### src/rtl/serial_parity_receiver_if.sv
// serial_parity_receiver_if: serial bit input stream and deserialized frame output.
//   in_valid/in_ready/in_bit               serial bit handshake
//   out_valid/out_ready/out_data/out_err   frame handshake
//   err_cnt                                saturating parity-error frame count
interface serial_parity_receiver_if #(parameter int DATA_W = 8);
  logic              in_valid;
  logic              in_ready;
  logic              in_bit;
  logic              out_valid;
  logic              out_ready;
  logic [DATA_W-1:0] out_data;
  logic              out_err;
  logic [7:0]        err_cnt;
  modport master (output in_valid, in_bit, out_ready,
                  input  in_ready, out_valid, out_data, out_err, err_cnt);
  modport slave  (input  in_valid, in_bit, out_ready,
                  output in_ready, out_valid, out_data, out_err, err_cnt);
endinterface

### src/rtl/serial_parity_receiver.sv
// serial_parity_receiver: deserializes DATA_W LSB-first bits plus a parity bit per frame.
//   clk, rst_n  clock and asynchronous active-low reset
//   bus         serial_parity_receiver_if slave: bit input, frame output, error count
module serial_parity_receiver #(
  parameter int DATA_W = 8,
  parameter int ODD    = 0
) (
  input logic clk,
  input logic rst_n,
  serial_parity_receiver_if.slave bus
);
  localparam int CW = $clog2(DATA_W + 1);
  typedef enum logic {RECV, HOLD} state_t;
  state_t            state, state_nx;
  logic [CW-1:0]     cnt;
  logic [DATA_W-1:0] shreg;
  logic              par;
  logic              valid;
  logic [DATA_W-1:0] data;
  logic              err;
  logic [7:0]        err_cnt;
  logic              xfer, last, new_err;
  always_comb begin
    xfer     = bus.in_valid && state == RECV;
    last     = cnt == CW'(DATA_W);
    new_err  = par ^ bus.in_bit ^ (ODD != 0);
    state_nx = (xfer && last) ? HOLD :
               (state == HOLD && valid && bus.out_ready) ? RECV : state;
  end
  always_ff @(posedge clk or negedge rst_n) begin
    if (!rst_n) begin
      state   <= RECV;
      cnt     <= '0;
      shreg   <= '0;
      par     <= 1'b0;
      valid   <= 1'b0;
      data    <= '0;
      err     <= 1'b0;
      err_cnt <= '0;
    end else begin
      state <= state_nx;
      if (xfer && !last) begin
        shreg <= {bus.in_bit, shreg[DATA_W-1:1]};
        par   <= par ^ bus.in_bit;
        cnt   <= cnt + CW'(1);
      end
      if (xfer && last) begin
        data  <= shreg;
        err   <= new_err;
        valid <= 1'b1;
        cnt   <= '0;
        par   <= 1'b0;
        if (new_err && err_cnt != 8'hff) err_cnt <= err_cnt + 8'd1;
      end
      if (valid && bus.out_ready) valid <= 1'b0;
    end
  end
  assign bus.in_ready  = state == RECV;
  assign bus.out_valid = valid;
  assign bus.out_data  = data;
  assign bus.out_err   = err;
  assign bus.err_cnt   = err_cnt;
endmodule

### src/flat_wrapper.sv
// flat-port wrapper written by rule: the top's interface ports become plain ports
module serial_parity_receiver_flat 
#(
  parameter int DATA_W = 8,
  parameter int ODD    = 0
)
  (clk, rst_n, bus_in_valid, bus_in_bit, bus_out_ready, bus_in_ready, bus_out_valid, bus_out_data, bus_out_err, bus_err_cnt);
  serial_parity_receiver_if #(.DATA_W(DATA_W)) bus_i ();
  input logic clk;
  input logic rst_n;
  input wire logic [$bits(bus_i.in_valid)-1:0] bus_in_valid;
  input wire logic [$bits(bus_i.in_bit)-1:0] bus_in_bit;
  input wire logic [$bits(bus_i.out_ready)-1:0] bus_out_ready;
  output wire logic [$bits(bus_i.in_ready)-1:0] bus_in_ready;
  output wire logic [$bits(bus_i.out_valid)-1:0] bus_out_valid;
  output wire logic [$bits(bus_i.out_data)-1:0] bus_out_data;
  output wire logic [$bits(bus_i.out_err)-1:0] bus_out_err;
  output wire logic [$bits(bus_i.err_cnt)-1:0] bus_err_cnt;
  assign bus_i.in_valid = bus_in_valid;
  assign bus_i.in_bit = bus_in_bit;
  assign bus_i.out_ready = bus_out_ready;
  assign bus_in_ready = bus_i.in_ready;
  assign bus_out_valid = bus_i.out_valid;
  assign bus_out_data = bus_i.out_data;
  assign bus_out_err = bus_i.out_err;
  assign bus_err_cnt = bus_i.err_cnt;
  serial_parity_receiver #(.DATA_W(DATA_W), .ODD(ODD)) u_core (.clk(clk), .rst_n(rst_n), .bus(bus_i));
endmodule
### config.mk
export PLATFORM = sky130hd
export DESIGN_NAME = serial_parity_receiver_flat
export DESIGN_NICKNAME = d
export VERILOG_FILES = /design/src/rtl/serial_parity_receiver_if.sv /design/src/rtl/serial_parity_receiver.sv /design/src/flat_wrapper.sv
export SDC_FILE = /design/constraint.sdc
export NUM_CORES = 1
export LEC_CHECK = 0
export BUFFER_PORTS_ARGS = -buffer_cell sky130_fd_sc_hd__buf_4
export CELL_PAD_IN_SITES_DETAIL_PLACEMENT = 1
export CELL_PAD_IN_SITES_GLOBAL_PLACEMENT = 1
export CORE_UTILIZATION = 45
export DETAILED_ROUTE_END_ITERATION = 12
export GPL_ROUTABILITY_DRIVEN = 0
export HOLD_SLACK_MARGIN = 0.15
export PLACE_DENSITY_LB_ADDON = 0.1
export SLEW_MARGIN = 20
export SYNTH_ARGS = -nofsm -noshare
export SYNTH_HDL_FRONTEND = slang
export SYNTH_SLANG_ARGS = --single-unit
### constraint.sdc
create_clock -name clk -period 4.05 [get_ports clk]
set_input_delay 0.81 -clock clk [delete_from_list [all_inputs] [get_ports clk]]
set_output_delay 0.81 -clock clk [all_outputs]
set_load 0.05 [all_outputs]
Word-level counts from Yosys, hierarchy flattened. Cells that the tools add are included.

Multiplexer cells: 8. Add/subtract/negate cells: 2. Bitwise logic cells: 2. Eq/ne operators: 2. Reduce and logical (&&, ||, !) cells: 12.

Operators with widths (count): $add A8 B1 Y8 const B (1); $mux W4 (2); $ne A8 B8 Y1 const B (1); $logic_and A1 B1 Y1 (7); $mux W1 (6); $reduce_bool A2 Y1 (3); $add A4 B1 Y4 const B (1); $eq A4 B4 Y1 const B (1); $reduce_and A2 Y1 (1); $logic_not A1 Y1 (1); $not A1 Y1 (1); $xor A1 B1 Y1 (1).

Logic and storage cells: 34. Output and inout bits: 19. Input bits: 5. Register bits: 32.

Depth between registers and ports, before layout.
Depth in word-level cells: 5. Mapped depth: 7. Mapped depth without buffers: 6.

Least setup slack after synthesis. No wires, ideal clock.

Path type: input-to-reg. Start: input bus_in_valid. End: register u_core.err_cnt[1], in the netlist u_core.bus.err_cnt[1]. Data required time: 3.922 ns. Path buffers: 1. Arrival: 1.890 ns. Slack: 2.032 ns. Cell stages on the path: 5. Setup time: 0.128 ns. Cells stage by stage: nand2b_4 or3_1 buf_2 nor2_1 mux2_1.

Word-level cells in the longest chain between the ends: 3.

Ends and longest elaborated chain: from (decl) (line flat_wrapper.sv:11) `input wire logic [$bits(bus_i.in_valid)-1:0] bus_in_valid;`; $logic_and A1 B1 Y1 (line serial_parity_receiver.sv:24) `xfer = bus.in_valid && state == RECV;`; $logic_and A1 B1 Y1 (line serial_parity_receiver.sv:47) `if (xfer && last) begin`; $reduce_and A2 Y1 (no line); to (signal assigned) (line serial_parity_receiver.sv:53) `if (new_err && err_cnt != 8'hff) err_cnt <= err_cnt + 8'd1;`; to (decl) (line serial_parity_receiver.sv:21) `logic [7:0] err_cnt;`.

Every way passes these cells. A chain may end at the register's enable or synchronous reset.

Worst setup path in the final report.
Start: register u_core.cnt[0]. End: register u_core.err_cnt[1], in the netlist u_core.bus.err_cnt[1].

Word-level cells in the longest chain between the ends: 3.

Ends and longest elaborated chain: from (decl) (line serial_parity_receiver.sv:15) `logic [CW-1:0] cnt;`; from (signal assigned) (line serial_parity_receiver.sv:45) `cnt <= cnt + CW'(1);`; $eq A4 B4 Y1 (line serial_parity_receiver.sv:25) `last = cnt == CW'(DATA_W);`; $logic_and A1 B1 Y1 (line serial_parity_receiver.sv:47); $reduce_and A2 Y1 (no line).

Every way passes these cells.

==> flow_summary.ini <==
[outcome]
outcome = complete, but fails checks
violations = DRC

[clock_tree]
holdBufCountCts = 0
clk_latency_ns = 0.33
clk_pin_slew_ns = 0.10
cts.path.max_buffers = 2
post_cts_buffers = 0
ctsResizeCount = 0
cts-root-buf = clkbuf_4
cts_htree_levels = 2
cts.sinks = 32
tritoncts = yes
cts_made_buffers = 5

[global_route]
grt_usage_pct = 18.1
antenna_found_initial = 0
grt_max_degree = 33
grt_pass1_wl_mm = 4.41
grt-ovfl-total = 0
grt_pass1_vias = 973

[setup_path]
endpoint_kind = register
critical_path_class = reg -> reg
path_max_fanout = 8
crit_required_ns = 4.28
start_kind = register
worstPathArrival_ns = 2.32

[sta]
finalHoldViolCount = 0
max_slew_margin_pct = 62.1
clock_skew_ns = 0.00581
setup_tns_ns = 0
max_freq_mhz = 477
tightest_slew_ns = 0.568
fin_crit_sh_pct = 51.8
finalMaxSlewViolations = 0
period_needed_ns = 2.10
grt_setup_unrepaired = no
finalSetupViolations = 0

[die]
dieWidth_um = 57.6
fp.dieH_um = 57.6
num_rows = 19
core_um2 = 2850
initial_core_util_pct = 48.7
num_io_pins = 24
fp.dieArea_um2 = 3320

[routing]
wl_mm = 2.53
drt-wirelength-per-cell_um = 14.9
drc = 2
drt-vias-per-instance = 5.29
ant_nets = 0
via_count = 900
dr.pass1.iters = 8
drt_iter0_drc = 24

[yosys]
synthesis.area_um2 = 1390
synth_top_family_by_area = multiplexers
synth_mux_area_share_pct = 14.5
syn_area_per_cell_um2 = 12.6
ys_ff_latch = 32
yosysWarningCount = 0
synth_cell_types = 26
ys_seq_area_share_pct = 57.6
synthAdderAreaFrac_pct = 2.70
synth-compound-area-share_pct = 3.06
synthXorXnorAreaFrac_pct = 5.67
netlist_instances = 110
synth-simple-area-share_pct = 14.5
syn_nets = 118

[power_and_ir_drop]
p_leak_nw = 0.799
pwr_density_cell_nw_per_um2 = 837
ir_drop_mv = 0.438

[placed_design]
numPortBuffers = 23
post_dp_cell_area_um2 = 1590
post-dp-hpwl_mm = 1.80

[cells_and_area]
fill_cells = 301
n_antenna_cell = 0
final_layout_size_suffix_gt1_share_pct = 36.7
syn_to_final_growth_pct = 20.3
fin_area_um2 = 1670
fin_nets = 146

[job]
maxCapViolations = 0

[worst_hold_path]
min-delay-path-class = in -> async
-- layout by cell type, fill, tap and decap left out, types with 2 or more instances in the layout --
cell type / synthesis / layout
nand4_1: 2 / 2
mux2_2: 16 / 16
xor2_1: 7 / 7
nor2_1: 5 / 5
buf_4: 0 / 23
nand2_1: 11 / 11
xnor2_1: 2 / 2
nor3_1: 3 / 3
inv_1: 5 / 5
nor3b_1: 2 / 2
nand3_1: 2 / 2
clkbuf_4: 0 / 5
dfrtp_1: 32 / 32
nor4_4: 2 / 2
o21ai_0: 6 / 6
ha_1: 3 / 3
-- through the flow --
step / instances / setup slack [ns] / hold slack (ns) / power, W / util, %
5_1_grt: 170 / 1.77 / 0.411 / 0.00149 / 58.6
2_1_floorplan: 110 / 2.03 / 0.474 / 0.000985 / -
6_report: 170 / 1.95 / 0.392 / 0.00140 / 58.6
4_1_cts: 170 / 1.94 / 0.384 / 0.00142 / 58.6
3_5_place_dp: 162 / 1.78 / 0.491 / 0.00117 / 55.8
3_3_place_gp: 162 / 1.83 / 0.481 / 0.00114 / 55.8
-- cell type report --
cell class                 instances  area [µm²]  area share [%]
clock buffer                       5        37.5            2.24
clock inverter                     3        42.5            2.54
inverter                           5        18.8            1.12
multi-input combinational         71         562            33.6
sequential                        32         801            47.9
tap                               31        38.8            2.32
timing repair buffer              23         173            10.3
-- routing by layer --
| layer | vias to the layer above | GRT usage, % | part of all wire, % |
|---|---|---|---|
| li1 | 427 | - | - |
| met1 | 448 | 21.3 | 43 |
| met2 | 18 | 30.2 | 50 |
| met3 | 7 | 5.44 | 4.6 |
| met4 | 0 | 8.36 | 2.2 |
| met5 | - | 0 | 0 |
-- where the power goes --
group / internal, W / switching [W] / leakage (nW) / total (W)
clock: 0.000129 / 0.000114 / 0.0412 / 0.000243
combinational: 0.000229 / 0.000376 / 0.359 / 0.000605
sequential: 0.000450 / 0.000102 / 0.399 / 0.000553
-- synth_stat cells, drive strengths merged --
master | instances | area share, %
xnor2 | 2 | 1.3
clkbuf | 1 | 0.27
a21oi | 1 | 0.36
or3 | 1 | 0.45
mux2 | 17 | 14
nor2 | 6 | 1.8
nand3 | 2 | 0.72
nor2b | 1 | 0.45
nand2 | 11 | 3.0
mux2i | 1 | 0.72
nand4 | 2 | 0.90
nand2b | 2 | 1.4
a21o | 1 | 0.54
nor4 | 2 | 3.1
dfrtp | 32 | 58
buf | 1 | 0.36
nand3b | 1 | 0.54
inv | 5 | 1.4
o21ai | 6 | 2.2
nor3b | 2 | 1.1
xor2 | 7 | 4.4
nor3 | 3 | 1.1
ha | 3 | 2.7
-- worst paths after layout --
| check | cells after the start | end | start | slack (ns) |
|---|---|---|---|---|
| setup / recovery | 6 | u_core.bus.err_cnt[1] | u_core.cnt[0] | 1.95 |
| hold / removal | 1 | u_core.cnt[2] | rst_n | 0.39 |
| setup reg to reg | 6 | u_core.bus.err_cnt[1] | u_core.cnt[0] | 1.95 |
| hold reg to reg | 1 | u_core.bus.err_cnt[7] | u_core.bus.err_cnt[7] | 0.50 |
| max in group asynchronous | 1 | u_core.bus.out_data[7] | rst_n | 3.37 |
| min in group clk | 1 | u_core.bus.err_cnt[7] | u_core.bus.err_cnt[7] | 0.50 |
-- logic make-up after synthesis --
logic type               count (synthesis)
flip-flops                              32
adder cells (fa/ha/maj)                  3
multiplexers                            18
buffers and inverters                    7
XOR/XNOR                                 9
AO/OA/AOI/OAI                            8
AND/OR/NAND/NOR                         33
-- sequential cells by signal (all words and copies together) (netlist names) --
name	flops
u_core.state	1
u_core.shreg	8
u_core.par	1
u_core.bus.out_data	8
u_core.bus.out_err	1
u_core.bus.out_valid	1
u_core.bus.err_cnt	8
u_core.cnt	4
-- critical path, cell delays in order (launching register included) --
cell and delay, ns:
dfrtp_1 0.44, inv_1 0.08, ha_1 0.17, nand3b_1 0.16
or3_1 0.56, nor2_1 0.25, mux2_1 0.35
(Power assumes the default switching activity.)
